File: config.mk
export PLATFORM = sky130hd
export DESIGN_NAME = ndp_operand_streamer
export DESIGN_NICKNAME = d
export VERILOG_FILES = /design/src/rtl/ndp_pkg.sv /design/src/rtl/ndp_prefetch_fifo.sv /design/src/rtl/ndp_operand_streamer.sv
export SDC_FILE = /design/constraint.sdc
export NUM_CORES = 1
export LEC_CHECK = 0
export CORE_UTILIZATION = 45
export DETAILED_ROUTE_END_ITERATION = 7
export PLACE_DENSITY = 0.74
export SLEW_MARGIN = 25
export SYNTH_ARGS = -nofsm -noshare
export SYNTH_HDL_FRONTEND = slang
export SYNTH_SLANG_ARGS = --single-unit
File: constraint.sdc
create_clock -name clk -period 6.7 [get_ports clk]
set_input_delay 1.34 -clock clk [delete_from_list [all_inputs] [get_ports clk]]
set_output_delay 1.34 -clock clk [all_outputs]
set_load 0.05 [all_outputs]
File: src/rtl/ndp_pkg.sv
// ndp_pkg: definitions shared by the NDP operand-load streamer.
//   NDP_BUS_WIDTH    word width of the memory and the NDP_core load bus.
//   ndp_a_words      words per A column.
//   ndp_b_words      words per B row.
//   ndp_total        words streamed for one full operand load.
//   ndp_state_e      streamer FSM states.
package ndp_pkg;

  localparam int NDP_BUS_WIDTH = 32;

  typedef enum logic [2:0] {
    IDLE      = 3'd0,
    FETCH     = 3'd1,
    DRAIN     = 3'd2,
    WAIT_CALC = 3'd3,
    DONE      = 3'd4
  } ndp_state_e;

  function automatic int ndp_a_words(input int sys_height, input int arr_height, input int width);
    return (sys_height * arr_height * width) / NDP_BUS_WIDTH;
  endfunction

  function automatic int ndp_b_words(input int sys_width, input int arr_width, input int width);
    return (sys_width * arr_width * width) / NDP_BUS_WIDTH;
  endfunction

  function automatic int ndp_total(input int k_depth, input int a_words, input int b_words);
    return k_depth * (a_words + b_words);
  endfunction

endpackage

File: src/rtl/ndp_prefetch_fifo.sv
// ndp_prefetch_fifo: 2-entry, 32-bit FIFO with a registered head.
//   clk, reset   clock, synchronous active-high reset (empties the FIFO)
//   push_i       write push_data_i this edge (ignored when full)
//   push_data_i  word to write
//   pop_i        drop the head this edge (caller only pops when non-empty)
//   head_o       oldest entry, straight from a register
//   count_o      occupancy 0..2
// Push and pop in the same cycle are both honoured.
module ndp_prefetch_fifo
  import ndp_pkg::*;
(
  input  logic                     clk,
  input  logic                     reset,
  input  logic                     push_i,
  input  logic [NDP_BUS_WIDTH-1:0] push_data_i,
  input  logic                     pop_i,
  output logic [NDP_BUS_WIDTH-1:0] head_o,
  output logic [1:0]               count_o
);

  logic [NDP_BUS_WIDTH-1:0] head_q, head_d;
  logic [NDP_BUS_WIDTH-1:0] tail_q, tail_d;
  logic [1:0]               count_q, count_d;

  always_comb begin
    head_d  = head_q;
    tail_d  = tail_q;
    count_d = count_q;
    case ({push_i, pop_i})
      2'b10: begin
        if (count_q == 2'd0) begin
          head_d  = push_data_i;
          count_d = 2'd1;
        end else if (count_q == 2'd1) begin
          tail_d  = push_data_i;
          count_d = 2'd2;
        end
      end
      2'b01: begin
        if (count_q != 2'd0) begin
          head_d  = tail_q;
          count_d = count_q - 2'd1;
        end
      end
      2'b11: begin
        // Occupancy is unchanged; the new word lands wherever the shift leaves room.
        if (count_q == 2'd0) begin
          head_d  = push_data_i;
          count_d = 2'd1;
        end else if (count_q == 2'd1) begin
          head_d = push_data_i;
        end else begin
          head_d = tail_q;
          tail_d = push_data_i;
        end
      end
      default: ;
    endcase
  end

  always_ff @(posedge clk) begin
    if (reset) begin
      head_q  <= '0;
      tail_q  <= '0;
      count_q <= 2'd0;
    end else begin
      head_q  <= head_d;
      tail_q  <= tail_d;
      count_q <= count_d;
    end
  end

  assign head_o  = head_q;
  assign count_o = count_q;

endmodule

File: src/rtl/ndp_operand_streamer.sv
// ndp_operand_streamer: fetches A columns and B rows from word memory and
// streams them to NDP_core as A col 0, B row 0, A col 1, B row 1, ...
//   clk, reset           clock, synchronous active-high reset
//   start                one-cycle request, sampled only in IDLE
//   a_base, b_base       word address of A column 0 / B row 0, latched on start
//   busy, done           run in progress / one-cycle completion pulse
//   mem_rd_en/_addr      read request; mem_rd_data valid one cycle later
//   data_in_flag/data_in outgoing stream
//   data_read_flag       sink accepted data_in at this edge
//   calc_done_flag       NDP_core result ready (looked at only in WAIT_CALC)
//   stream_checksum      sum of accepted words (NDP_STREAM_CHECKSUM_EN), else 0
//   dbg_state_o          current FSM state
// Optional feature macro: NDP_STREAM_CHECKSUM_EN.
//
// Handshake: data_in is valid whenever data_in_flag is high; a word transfers
// on every rising edge where data_in_flag and data_read_flag are both high.
// data_in changes only on such an edge; data_read_flag with data_in_flag low
// has no effect.
module ndp_operand_streamer
  import ndp_pkg::*;
#(
  parameter int WIDTH      = 16,
  parameter int ARR_HEIGHT = 4,
  parameter int ARR_WIDTH  = 4,
  parameter int SYS_HEIGHT = 1,
  parameter int SYS_WIDTH  = 64,
  parameter int K_DEPTH    = 21,
  parameter int ADDR_WIDTH = 16
) (
  input  logic                  clk,
  input  logic                  reset,
  input  logic                  start,
  input  logic [ADDR_WIDTH-1:0] a_base,
  input  logic [ADDR_WIDTH-1:0] b_base,
  output logic                  busy,
  output logic                  done,
  output logic                  mem_rd_en,
  output logic [ADDR_WIDTH-1:0] mem_rd_addr,
  input  logic [31:0]           mem_rd_data,
  output logic                  data_in_flag,
  output logic [31:0]           data_in,
  input  logic                  data_read_flag,
  input  logic                  calc_done_flag,
  output logic [31:0]           stream_checksum,
  output logic [2:0]            dbg_state_o
);

  localparam int A_WORDS = ndp_a_words(SYS_HEIGHT, ARR_HEIGHT, WIDTH);
  localparam int B_WORDS = ndp_b_words(SYS_WIDTH, ARR_WIDTH, WIDTH);
  localparam int MAX_AB  = (A_WORDS > B_WORDS) ? A_WORDS : B_WORDS;
  localparam int MAXV    = (MAX_AB > K_DEPTH) ? MAX_AB : K_DEPTH;
  localparam int CW      = $clog2(MAXV) + 1;

  localparam logic [CW-1:0]         A_LAST   = CW'(A_WORDS - 1);
  localparam logic [CW-1:0]         B_LAST   = CW'(B_WORDS - 1);
  localparam logic [CW-1:0]         K_LAST   = CW'(K_DEPTH - 1);
  localparam logic [CW-1:0]         CNT_ONE  = CW'(1);
  localparam logic [ADDR_WIDTH-1:0] ADDR_ONE = ADDR_WIDTH'(1);

  ndp_state_e            state_q;
  logic [ADDR_WIDTH-1:0] a_ptr_q, b_ptr_q;
  logic [CW-1:0]         i_q, j_q;
  logic                  phase_b_q;   // 0: sending A column j, 1: sending B row j
  logic                  rd_pend_q;   // read issued last cycle, data on mem_rd_data now
  logic                  busy_q, done_q;

  logic [1:0] occ;
  logic [1:0] used;
  logic       pop, issue, last_word;

  assign data_in_flag = (occ != 2'd0);
  assign pop          = data_in_flag & data_read_flag;

  // Credits held = FIFO entries + read in flight; a pop this cycle returns
  // its credit immediately so a full-rate sink sees one word every cycle.
  // The invariant occ + rd_pend_q <= 2 keeps this in 2 bits.
  assign used  = occ + {1'b0, rd_pend_q} - {1'b0, pop};
  assign issue = (state_q == FETCH) && (used < 2'd2);

  assign mem_rd_en   = issue;
  assign mem_rd_addr = issue ? (phase_b_q ? b_ptr_q : a_ptr_q) : '0;

  // With every read issued, the final word leaves when the FIFO holds one
  // entry and nothing is returning from memory.
  assign last_word = pop && (occ == 2'd1) && !rd_pend_q;

  ndp_prefetch_fifo u_fifo (
    .clk         (clk),
    .reset       (reset),
    .push_i      (rd_pend_q),
    .push_data_i (mem_rd_data),
    .pop_i       (pop),
    .head_o      (data_in),
    .count_o     (occ)
  );

  always_ff @(posedge clk) begin
    if (reset) begin
      state_q   <= IDLE;
      a_ptr_q   <= '0;
      b_ptr_q   <= '0;
      i_q       <= '0;
      j_q       <= '0;
      phase_b_q <= 1'b0;
      rd_pend_q <= 1'b0;
      busy_q    <= 1'b0;
      done_q    <= 1'b0;
    end else begin
      rd_pend_q <= issue;
      case (state_q)
        IDLE: begin
          if (start) begin
            state_q   <= FETCH;
            busy_q    <= 1'b1;
            a_ptr_q   <= a_base;
            b_ptr_q   <= b_base;
            i_q       <= '0;
            j_q       <= '0;
            phase_b_q <= 1'b0;
          end
        end
        FETCH: begin
          if (issue) begin
            // A and B regions are each contiguous in k order, so plain
            // incrementing pointers give base + j*WORDS + i (wrapping silently).
            if (phase_b_q) b_ptr_q <= b_ptr_q + ADDR_ONE;
            else           a_ptr_q <= a_ptr_q + ADDR_ONE;
            if (!phase_b_q && (i_q == A_LAST)) begin
              phase_b_q <= 1'b1;
              i_q       <= '0;
            end else if (phase_b_q && (i_q == B_LAST)) begin
              phase_b_q <= 1'b0;
              i_q       <= '0;
              j_q       <= j_q + CNT_ONE;
              if (j_q == K_LAST) state_q <= DRAIN;
            end else begin
              i_q <= i_q + CNT_ONE;
            end
          end
        end
        DRAIN: begin
          if (last_word) state_q <= WAIT_CALC;
        end
        WAIT_CALC: begin
          if (calc_done_flag) begin
            state_q <= DONE;
            busy_q  <= 1'b0;
            done_q  <= 1'b1;
          end
        end
        DONE: begin
          state_q <= IDLE;
          done_q  <= 1'b0;
        end
        default: begin
          state_q <= IDLE;
          busy_q  <= 1'b0;
          done_q  <= 1'b0;
        end
      endcase
    end
  end

  assign busy        = busy_q;
  assign done        = done_q;
  assign dbg_state_o = state_q;

`ifdef NDP_STREAM_CHECKSUM_EN
  logic [31:0] csum_q;

  always_ff @(posedge clk) begin
    if (reset) begin
      csum_q <= '0;
    end else if ((state_q == IDLE) && start) begin
      csum_q <= '0;
    end else if (pop) begin
      csum_q <= csum_q + data_in;
    end
  end

  assign stream_checksum = csum_q;
`else
  assign stream_checksum = '0;
`endif

endmodule
==> impl_metrics.env, run 1 <==
export IMPL_worstSetupStartpointType="input port"
export IMPL_cts_buffers=17
export IMPL_crit_slowest_cell="nand2_1"
export IMPL_fp_dieArea_um2=15700
export IMPL_hpwlAfterDp_mm=12.5
export IMPL_async_flop_share=0
export IMPL_clkTransAtPathRegs_ps=50
export IMPL_drtAntennaViolNets=0
export IMPL_post_cts_resized=0
export IMPL_fmax_mhz=184
export IMPL_ys_flop_type="dfxtp_1"
export IMPL_finalMaxSlewViolations=0
export IMPL_slew_headroom=0.407
export IMPL_critical_path_class="in -> out"
export IMPL_end_kind="output pin"
export IMPL_crit_arrival_ps=4100
export IMPL_antenna_found_initial=0
export IMPL_yosysUniqueCellTypes=68
export IMPL_path_delay_family="simple AND/OR/NAND/NOR gates"
export IMPL_finalCriticalPeriod_ps=5440
export IMPL_synth_edf_count=0
export IMPL_setup_slack_ps=1260
export IMPL_boundaryPins=156
export IMPL_cts_setup_buffers=0
export IMPL_die_h_um=125
export IMPL_cts_buffer_depth=2
export IMPL_pre_cts_ws_ps=1330
export IMPL_path_max_fanout=23
export IMPL_routed_via_density=5.87
export IMPL_first_pass_iters=8
export IMPL_grt_max_degree=69
export IMPL_hold_path_class="reg -> reg"
export IMPL_fin_util=0.596
export IMPL_drt_wl_total_mm=19.5
export IMPL_required_ps=5360
export IMPL_crit_chain="clkdlybuf4s50_1 -> buf_4 -> nand2b_1 -> o32a_2 -> xnor2_4 -> nand2_1 -> nor2_1 -> buf_12"
export IMPL_rows=44
export IMPL_die_width_um=125
export IMPL_drv_cap=0
export IMPL_drtIter0Drc=729
export IMPL_clk_latency_ps=420
export IMPL_layout_nets=1047
export IMPL_grt_first_pass_wirelength_mm=31.5
export IMPL_drc=5
export IMPL_hold_buffers=0
export IMPL_timing_final_setup_violations=0
export IMPL_coreArea_um2=14700
export IMPL_fin_crit_sh=0.811
export IMPL_power_density_nw_per_um2=316
export IMPL_htreeDepth=4
export IMPL_final_common_cell="nand2_1"
export IMPL_cts_tree="built"
export IMPL_nFillCells=1302
export IMPL_cts_root_buf="clkbuf_16"
export IMPL_synth_cells=887
export IMPL_antenna_cells=0
export IMPL_setup_tns_ps=0
export IMPL_routedWlPerCell_um=16.7
export IMPL_start_util=0.466
export IMPL_fin_worst_skew_ps=7.97
export IMPL_grt_overflow_total=0
export IMPL_rsz0062_at_grt="false"
export IMPL_hold_viol=0
export IMPL_syn_area_per_cell_um2=7.73
export IMPL_ys_warn_count=0
export IMPL_vias=6848
export IMPL_peakVddDrop_uv=226
export IMPL_routabilityCongestion=0.856
export IMPL_synth_seq_area_share=0.353
export IMPL_place_port_buffers=123
export IMPL_cts_sinks=121
export IMPL_layout_common_cells="nand2_1, dfxtp_1, clkdlybuf4s50_1"
export IMPL_first_global_vias=6183
export IMPL_syn_to_final_growth_pct=27.9
export IMPL_ys_seq_elements=121
export IMPL_outcome="finished, violations left"
export IMPL_synthesis_area_um2=6860
export IMPL_worst_pin_slew_ps=887
export IMPL_power_static_leakage_nw=3.06
export IMPL_violations="DRC"
export IMPL_drive_above_1_share=0.0998
export IMPL_track_usage=0.247
export IMPL_path_buf_inv=3
export IMPL_max_stage_delay_ps=520
## synthesized netlist by cell type (13+ instances only)
cell      instances  area share
dfxtp_1         121        0.35
or3_1            24       0.022
a211oi_1         23       0.025
mux2i_1          17       0.025
nand3_1          35       0.026
nand2_1         141       0.077
nor4_1           13       0.012
and3_1           13       0.012
a21oi_1          70       0.051
nor2_1           87       0.048
a311oi_1         18       0.023
clkbuf_1         53       0.029
nor3_1           13      0.0095
a22oi_1          16       0.018
o21ai_0          46       0.034
buf_4            33       0.036
## cell type report
type	count	area, um^2	share of cell area
well taps	184	230	0.0263
clock buffers	20	467	0.0532
inverters	12	45.0	0.00514
clock inverters	11	136	0.0156
repair buffers	135	1490	0.170
multi-input cells	683	3980	0.454
flip-flops and latches	121	2420	0.276
## report_power, final
group	switching [mW]	internal [mW]
sequential	0.0763	0.806
clock	0.356	0.582
combinational	0.621	0.332
total	1.05	1.72
## worst register-to-register path: cells and delay by family, from the launching register on
| kind | cells | cell delay (ps) |
|---|---|---|
| simple gates | 3 | 1270 |
| fa+ha+maj | 1 | 770 |
| buf+inv | 2 | 730 |
| flops | 1 | 380 |
| compound gates | 1 | 260 |
## logic make-up after synthesis
| group | after synthesis | share of synthesized area |
|---|---|---|
| AO/OA/AOI/OAI | 244 | 0.247 |
| XOR/XNOR | 3 | 0.00657 |
| adder cells (fa/ha/maj) | 8 | 0.0146 |
| buffers and inverters | 114 | 0.0856 |
| flip-flops | 121 | 0.353 |
| multiplexers | 21 | 0.0343 |
| other | 1 | 0.000547 |
| AND/OR/NAND/NOR | 375 | 0.258 |
## through the flow
step	power (mW)	hold slack [ps]	std cells	cell area, um^2
5_1_grt	2.89	468	1166	8760
3_3_place_gp	1.83	437	1135	8150
4_1_cts	2.78	452	1166	8760
6_report	2.77	452	1166	8760
2_1_floorplan	1.56	432	918	6970
3_5_place_dp	1.84	444	1135	8150
## metal layers
layer  share of wire  global-route usage  vias up
li1                -                   -     3328
met1            0.44               0.330     3214
met2            0.47               0.386      282
met3           0.079              0.0608       24
met4           0.016              0.0854        0
met5               0                   0        -
## path summary, 6_finish.rpt
check                          from                 to  cells past startpoint  slack, ps
setup / recovery     data_read_flag     mem_rd_addr[1]                      8       1260
hold / removal    u_fifo.tail_q[27]  u_fifo.tail_q[27]                      2        450
setup reg to reg  u_fifo.count_o[1]   u_fifo.head_o[8]                      7       3210
hold reg to reg   u_fifo.tail_q[27]  u_fifo.tail_q[27]                      2        450
## flip-flops by register name, indices dropped and copies added (netlist names)
| signal | count |
|---|---|
| u_fifo.head_o | 32 |
| u_fifo.tail_q | 32 |
| i_q | 8 |
| a_ptr_q | 16 |
| rd_pend_q | 1 |
| done | 1 |
| busy | 1 |
| b_ptr_q | 16 |
| j_q | 8 |
| dbg_state_o | 3 |
| u_fifo.count_o | 2 |
| phase_b_q | 1 |
(Power assumes the default switching activity.)
==> inputs of run 2 (changes only) <==
Clock period 6.7 ns to 5.1 ns, I/O delays scaled along.
==> run 2 against run 1 <==
  * The flow still finishes with violations (DRC)
  * Count of clock-buffer cells in the layout shrank 2
  * Critical endpoint is now mem_rd_addr[3]
  * Highest routed layer unchanged
  * Die area stayed put
  * Cell count is essentially flat
  * Largest cell class unchanged
  * Core utilization increased by 0.15 points
  * Clock power rose by 35%
  * Combinational power rose by 31%
  * Power up 33%
==> impl_metrics.env, run 2 (synthesized netlist as in run 1, its figures left out) <==
export IMPL_layout_common_cells="nand2_1, dfxtp_1, clkdlybuf4s50_1"
export IMPL_rsz0062_at_grt="false"
export IMPL_violations="DRC"
export IMPL_fin_area_um2=8790
export IMPL_place_port_buffers=123
export IMPL_htreeDepth=4
export IMPL_r2r_slack_ps=1630
export IMPL_cts_buffer_depth=2
export IMPL_clk_latency_ps=420
export IMPL_drtAntennaViolNets=0
export IMPL_fin_worst_skew_ps=8.58
export IMPL_first_global_vias=6259
export IMPL_worstReg2RegStart="u_fifo.count_o[1]"
export IMPL_crit_slowest_cell="ha_1"
export IMPL_power_static_leakage_nw=3.08
export IMPL_grt_overflow_total=0
export IMPL_drc=5
export IMPL_cts_setup_buffers=0
export IMPL_worst_pin_slew_ps=878
export IMPL_end_kind="output pin"
export IMPL_drive_above_1_share=0.101
export IMPL_routabilityCongestion=0.875
export IMPL_boundaryPins=156
export IMPL_drv_cap=0
export IMPL_slew_headroom=0.412
export IMPL_critical_path_class="reg -> out"
export IMPL_antenna_cells=0
export IMPL_crit_arrival_ps=3710
export IMPL_post_dp_cell_area_um2=8150
export IMPL_timing_final_setup_violations=0
export IMPL_fin_crit_sh=0.927
export IMPL_finalCriticalPeriod_ps=4730
export IMPL_first_pass_iters=8
export IMPL_hold_start="u_fifo.tail_q[29]"
export IMPL_layout_nets=1047
export IMPL_cts_root_buf="clkbuf_16"
export IMPL_routed_via_density=5.85
export IMPL_grt_first_pass_wirelength_mm=31.7
export IMPL_drtIter0Drc=691
export IMPL_peakVddDrop_uv=289
export IMPL_holdWs_ps=450
export IMPL_outcome="finished, violations left"
export IMPL_start_util=0.466
export IMPL_min_path_cells=2
export IMPL_cts_tree="built"
export IMPL_r2r_cells=7
export IMPL_die_width_um=125
export IMPL_coreArea_um2=14700
export IMPL_vias=6827
export IMPL_hold_path_class="reg -> reg"
export IMPL_cts_sinks=121
export IMPL_worstSetupStartpointType="register"
export IMPL_track_usage=0.246
export IMPL_fp_dieArea_um2=15700
export IMPL_setup_tns_ps=0
export IMPL_rows=44
export IMPL_cts_buffers=17
export IMPL_die_h_um=125
export IMPL_power_density_nw_per_um2=419
export IMPL_final_common_cell="nand2_1"
export IMPL_total_power_mw=3.68
export IMPL_grt_max_degree=94
export IMPL_regToRegEndpoint="u_fifo.head_o[15]"
export IMPL_clkTransAtPathRegs_ps=60
export IMPL_routedWlPerCell_um=16.5
export IMPL_fin_util=0.598
export IMPL_drt_wl_total_mm=19.2
export IMPL_crit_chain="inv_1 -> ha_1 -> nor2b_1 -> o32a_2 -> xnor2_4 -> nand2_1 -> nor2_1 -> buf_12"
export IMPL_finalMaxSlewViolations=0
export IMPL_required_ps=4080
export IMPL_max_stage_delay_ps=740
export IMPL_fmax_mhz=212
export IMPL_hold_buffers=0
export IMPL_hold_viol=0
export IMPL_hold_end="u_fifo.tail_q[29]"
export IMPL_path_max_fanout=26
export IMPL_syn_to_final_growth_pct=28.2
export IMPL_post_cts_resized=0
export IMPL_antenna_found_initial=0
export IMPL_hpwlAfterDp_mm=12.5
-- run 2: changes by cell type in the layout (fill, tap and decap cells not counted) --
cell	delta
clkbuf_8	-2
clkinvlp_4	-2
inv_6	+2
buf_4	-1
buf_6	+1
bufinv_16	+1
clkinv_2	+1
clkinv_4	+1
-- run 2: critical path: cells and delay by family, from the launching register on --
family	cells	cell delay [ps]
AOI/OAI and AO/OA	1	350
xor gates and xnor gates	1	350
adders and majority gates	1	740
buffers and inverters	2	460
DFF	1	370
and+or+nand+nor	3	1010
-- run 2: how the worst max path moves through the flow --
stage                 startpoint              end  cells past startpoint
2_1_floorplan     data_read_flag  mem_rd_addr[10]                      8
3_3_place_gp      data_read_flag   mem_rd_addr[7]                      7
3_5_place_dp      data_read_flag   mem_rd_addr[2]                      7
4_1_cts        u_fifo.count_o[1]   mem_rd_addr[2]                      8
5_1_grt        u_fifo.count_o[1]   mem_rd_addr[4]                      8
6_report       u_fifo.count_o[1]   mem_rd_addr[3]                      8
-- run 2: through the flow --
step | setup slack (ps) | std cells
floorplan | 1170 | 918
global placement | 697 | 1135
detailed placement | 630 | 1135
CTS | 435 | 1167
global route | 77.3 | 1167
finish | 373 | 1167
-- run 2: per-layer routing --
metal	global-route usage	share of wire
met5	0	0
met4	0.0811	0.014
met3	0.0586	0.075
met2	0.383	0.46
met1	0.335	0.45
-- run 2: where the power goes --
| part | total [mW] | switching [mW] | internal [mW] |
|---|---|---|---|
| clock | 1.27 | 0.479 | 0.793 |
| sequential | 1.16 | 0.101 | 1.06 |
| combinational | 1.25 | 0.813 | 0.436 |
| total | 3.68 | 1.39 | 2.29 |
-- run 2: final cells by class --
type / instances / area (um^2)
Inverter: 12 / 45.0
Multi-Input combinational cell: 683 / 3980
Sequential cell: 121 / 2420
Tap cell: 184 / 230
Fill cell: 1299 / 5910
Timing Repair Buffer: 135 / 1490
Clock inverter: 14 / 183
Clock buffer: 18 / 439
==> inputs of run 3 (changes only) <==
Settings changed: CORE_MARGIN set to 5.
==> run 3 against run 2 <==
  * The run now ends clean
  * Core utilization fell by 1.7 points
  * Critical endpoint is now mem_rd_addr[6]
  * Die area rose by 13%
  * Design area fell by 0.26%
  * Worst hold slack got worse by 1.6 ps
  * Non-clock buffer count did not move
  * Fmax fell by 0.70%
  * Sequential share of layout area rose by 0.071 points
  * Worst setup slack got worse by 33 ps
==> impl_metrics.env, run 3 (synthesized netlist as in run 1, its figures left out) <==
export IMPL_grtUsageMet3=0.0638
export IMPL_setup_slack_ps=340
export IMPL_path_max_fanout=26
export IMPL_regToRegEndpoint="u_fifo.head_o[6]"
export IMPL_die_h_um=133
export IMPL_clkTransAtPathRegs_ps=60
export IMPL_cts_sinks=121
export IMPL_htreeDepth=4
export IMPL_hold_start="u_fifo.tail_q[0]"
export IMPL_cts_buffers=17
export IMPL_timing_final_setup_violations=0
export IMPL_hold_end="u_fifo.tail_q[0]"
export IMPL_hpwlAfterDp_mm=13.1
export IMPL_nFillCells=1360
export IMPL_power_density_nw_per_um2=416
export IMPL_routed_via_density=5.85
export IMPL_layout_nets=1047
export IMPL_track_usage=0.219
export IMPL_antenna_cells=0
export IMPL_layout_common_cells="nand2_1, dfxtp_1, clkdlybuf4s50_1"
export IMPL_routabilityCongestion=0.851
export IMPL_post_cts_resized=0
export IMPL_finalMaxSlewViolations=0
export IMPL_required_ps=4080
export IMPL_r2r_cells=7
export IMPL_drt_wl_total_mm=19.7
export IMPL_power_static_leakage_nw=3.06
export IMPL_coreArea_um2=15100
export IMPL_r2r_slack_ps=1540
export IMPL_fin_worst_skew_ps=7.95
export IMPL_cts_setup_buffers=0
export IMPL_hold_buffers=0
export IMPL_drtAntennaViolNets=0
export IMPL_grt_overflow_total=0
export IMPL_drtIter0Drc=503
export IMPL_slew_headroom=0.386
export IMPL_gr_usage_met2=0.341
export IMPL_end_kind="output pin"
export IMPL_rows=45
export IMPL_fin_crit_sh=0.933
export IMPL_crit_arrival_ps=3740
export IMPL_fin_area_um2=8760
export IMPL_peakVddDrop_uv=320
export IMPL_setup_tns_ps=0
export IMPL_worstReg2RegStart="u_fifo.count_o[1]"
export IMPL_finalCriticalPeriod_ps=4760
export IMPL_crit_slowest_cell="ha_1"
export IMPL_cts_tree="built"
export IMPL_drc=0
export IMPL_antenna_found_initial=0
export IMPL_outcome="finished clean"
export IMPL_die_width_um=133
export IMPL_drive_above_1_share=0.101
export IMPL_vias=6854
export IMPL_boundaryPins=156
export IMPL_syn_to_final_growth_pct=27.9
export IMPL_hold_path_class="reg -> reg"
export IMPL_rsz0062_at_grt="false"
export IMPL_post_dp_cell_area_um2=8160
export IMPL_first_global_vias=6476
export IMPL_critical_path_class="reg -> out"
export IMPL_cts_root_buf="clkbuf_16"
export IMPL_pre_cts_ws_ps=646
export IMPL_drv_cap=0
export IMPL_grt_busiest_layer="met2"
export IMPL_final_common_cell="nand2_1"
export IMPL_worst_pin_slew_ps=920
export IMPL_place_port_buffers=123
export IMPL_met1_usage=0.291
export IMPL_grt_max_degree=82
export IMPL_first_pass_iters=5
export IMPL_critPathLaunch="u_fifo.count_o[1]"
export IMPL_fp_dieArea_um2=17800
export IMPL_fmax_mhz=210
export IMPL_start_util=0.454
export IMPL_hold_viol=0
export IMPL_clk_latency_ps=420
export IMPL_cts_buffer_depth=2
export IMPL_min_path_cells=2
export IMPL_max_stage_delay_ps=740
export IMPL_crit_chain="inv_1 -> ha_1 -> nor2b_1 -> o32a_2 -> xnor2_4 -> nand2_1 -> nor2_1 -> buf_12"
export IMPL_grt_first_pass_wirelength_mm=32.5
export IMPL_routedWlPerCell_um=16.8
export IMPL_worstSetupStartpointType="register"
-- run 3: cell count changes in the layout (fill, tap and decap cells not counted), sizes merged --
cell / before / now
bufinv: 3 / 2
clkinv: 4 / 5
clkinvlp: 0 / 1
inv: 19 / 18
-- run 3: metal layers --
layer,wire length [um],share of wire
met1,8660,0.44
met2,9080,0.46
met3,1570,0.080
met4,371,0.019
met5,0,0
-- run 3: worst max-delay path, delay by kind of cell, from the launching register on --
kind	cells	cell delay, ps
AOI/OAI and AO/OA	1	350
xor gates and xnor gates	1	330
adders and majority gates	1	740
buffers and inverters	2	460
DFF	1	380
and+or+nand+nor	3	1060
-- run 3: worst max-delay path by stage --
stage / end / slack (ps)
6_report: mem_rd_addr[6] / 340
5_1_grt: mem_rd_addr[6] / 90
4_1_cts: mem_rd_addr[6] / 400
3_5_place_dp: mem_rd_addr[6] / 650
3_3_place_gp: mem_rd_addr[8] / 690
2_1_floorplan: mem_rd_addr[10] / 1170
-- run 3: area by class of cell --
type                            instances  area, um^2  share of cell area
Clock buffer                           18         439              0.0501
Inverter                               12        45.0             0.00514
Clock inverter                         14         159              0.0181
Multi-Input combinational cell        683        3980               0.454
Tap cell                              188         235              0.0268
Sequential cell                       121        2420               0.276
Timing Repair Buffer                  135        1490               0.170
-- run 3: where the power goes --
group          internal (mW)  total (mW)  switching, mW  leakage (nW)
Combinational          0.437        1.25          0.816          1.78
Clock                  0.744        1.24          0.491         0.294
Sequential              1.06        1.16         0.0978         0.987
-- run 3: metrics by stage --
| step | total power [mW] | hold slack, ps | cells | util |
|---|---|---|---|---|
| detailed placement | 2.41 | 442 | 1139 | 0.541 |
| global route | 3.82 | 466 | 1171 | 0.581 |
| CTS | 3.65 | 450 | 1171 | 0.580 |
| global placement | 2.41 | 437 | 1139 | 0.541 |
| floorplan | 2.05 | 432 | 918 | - |
| finish | 3.64 | 449 | 1171 | 0.581 |
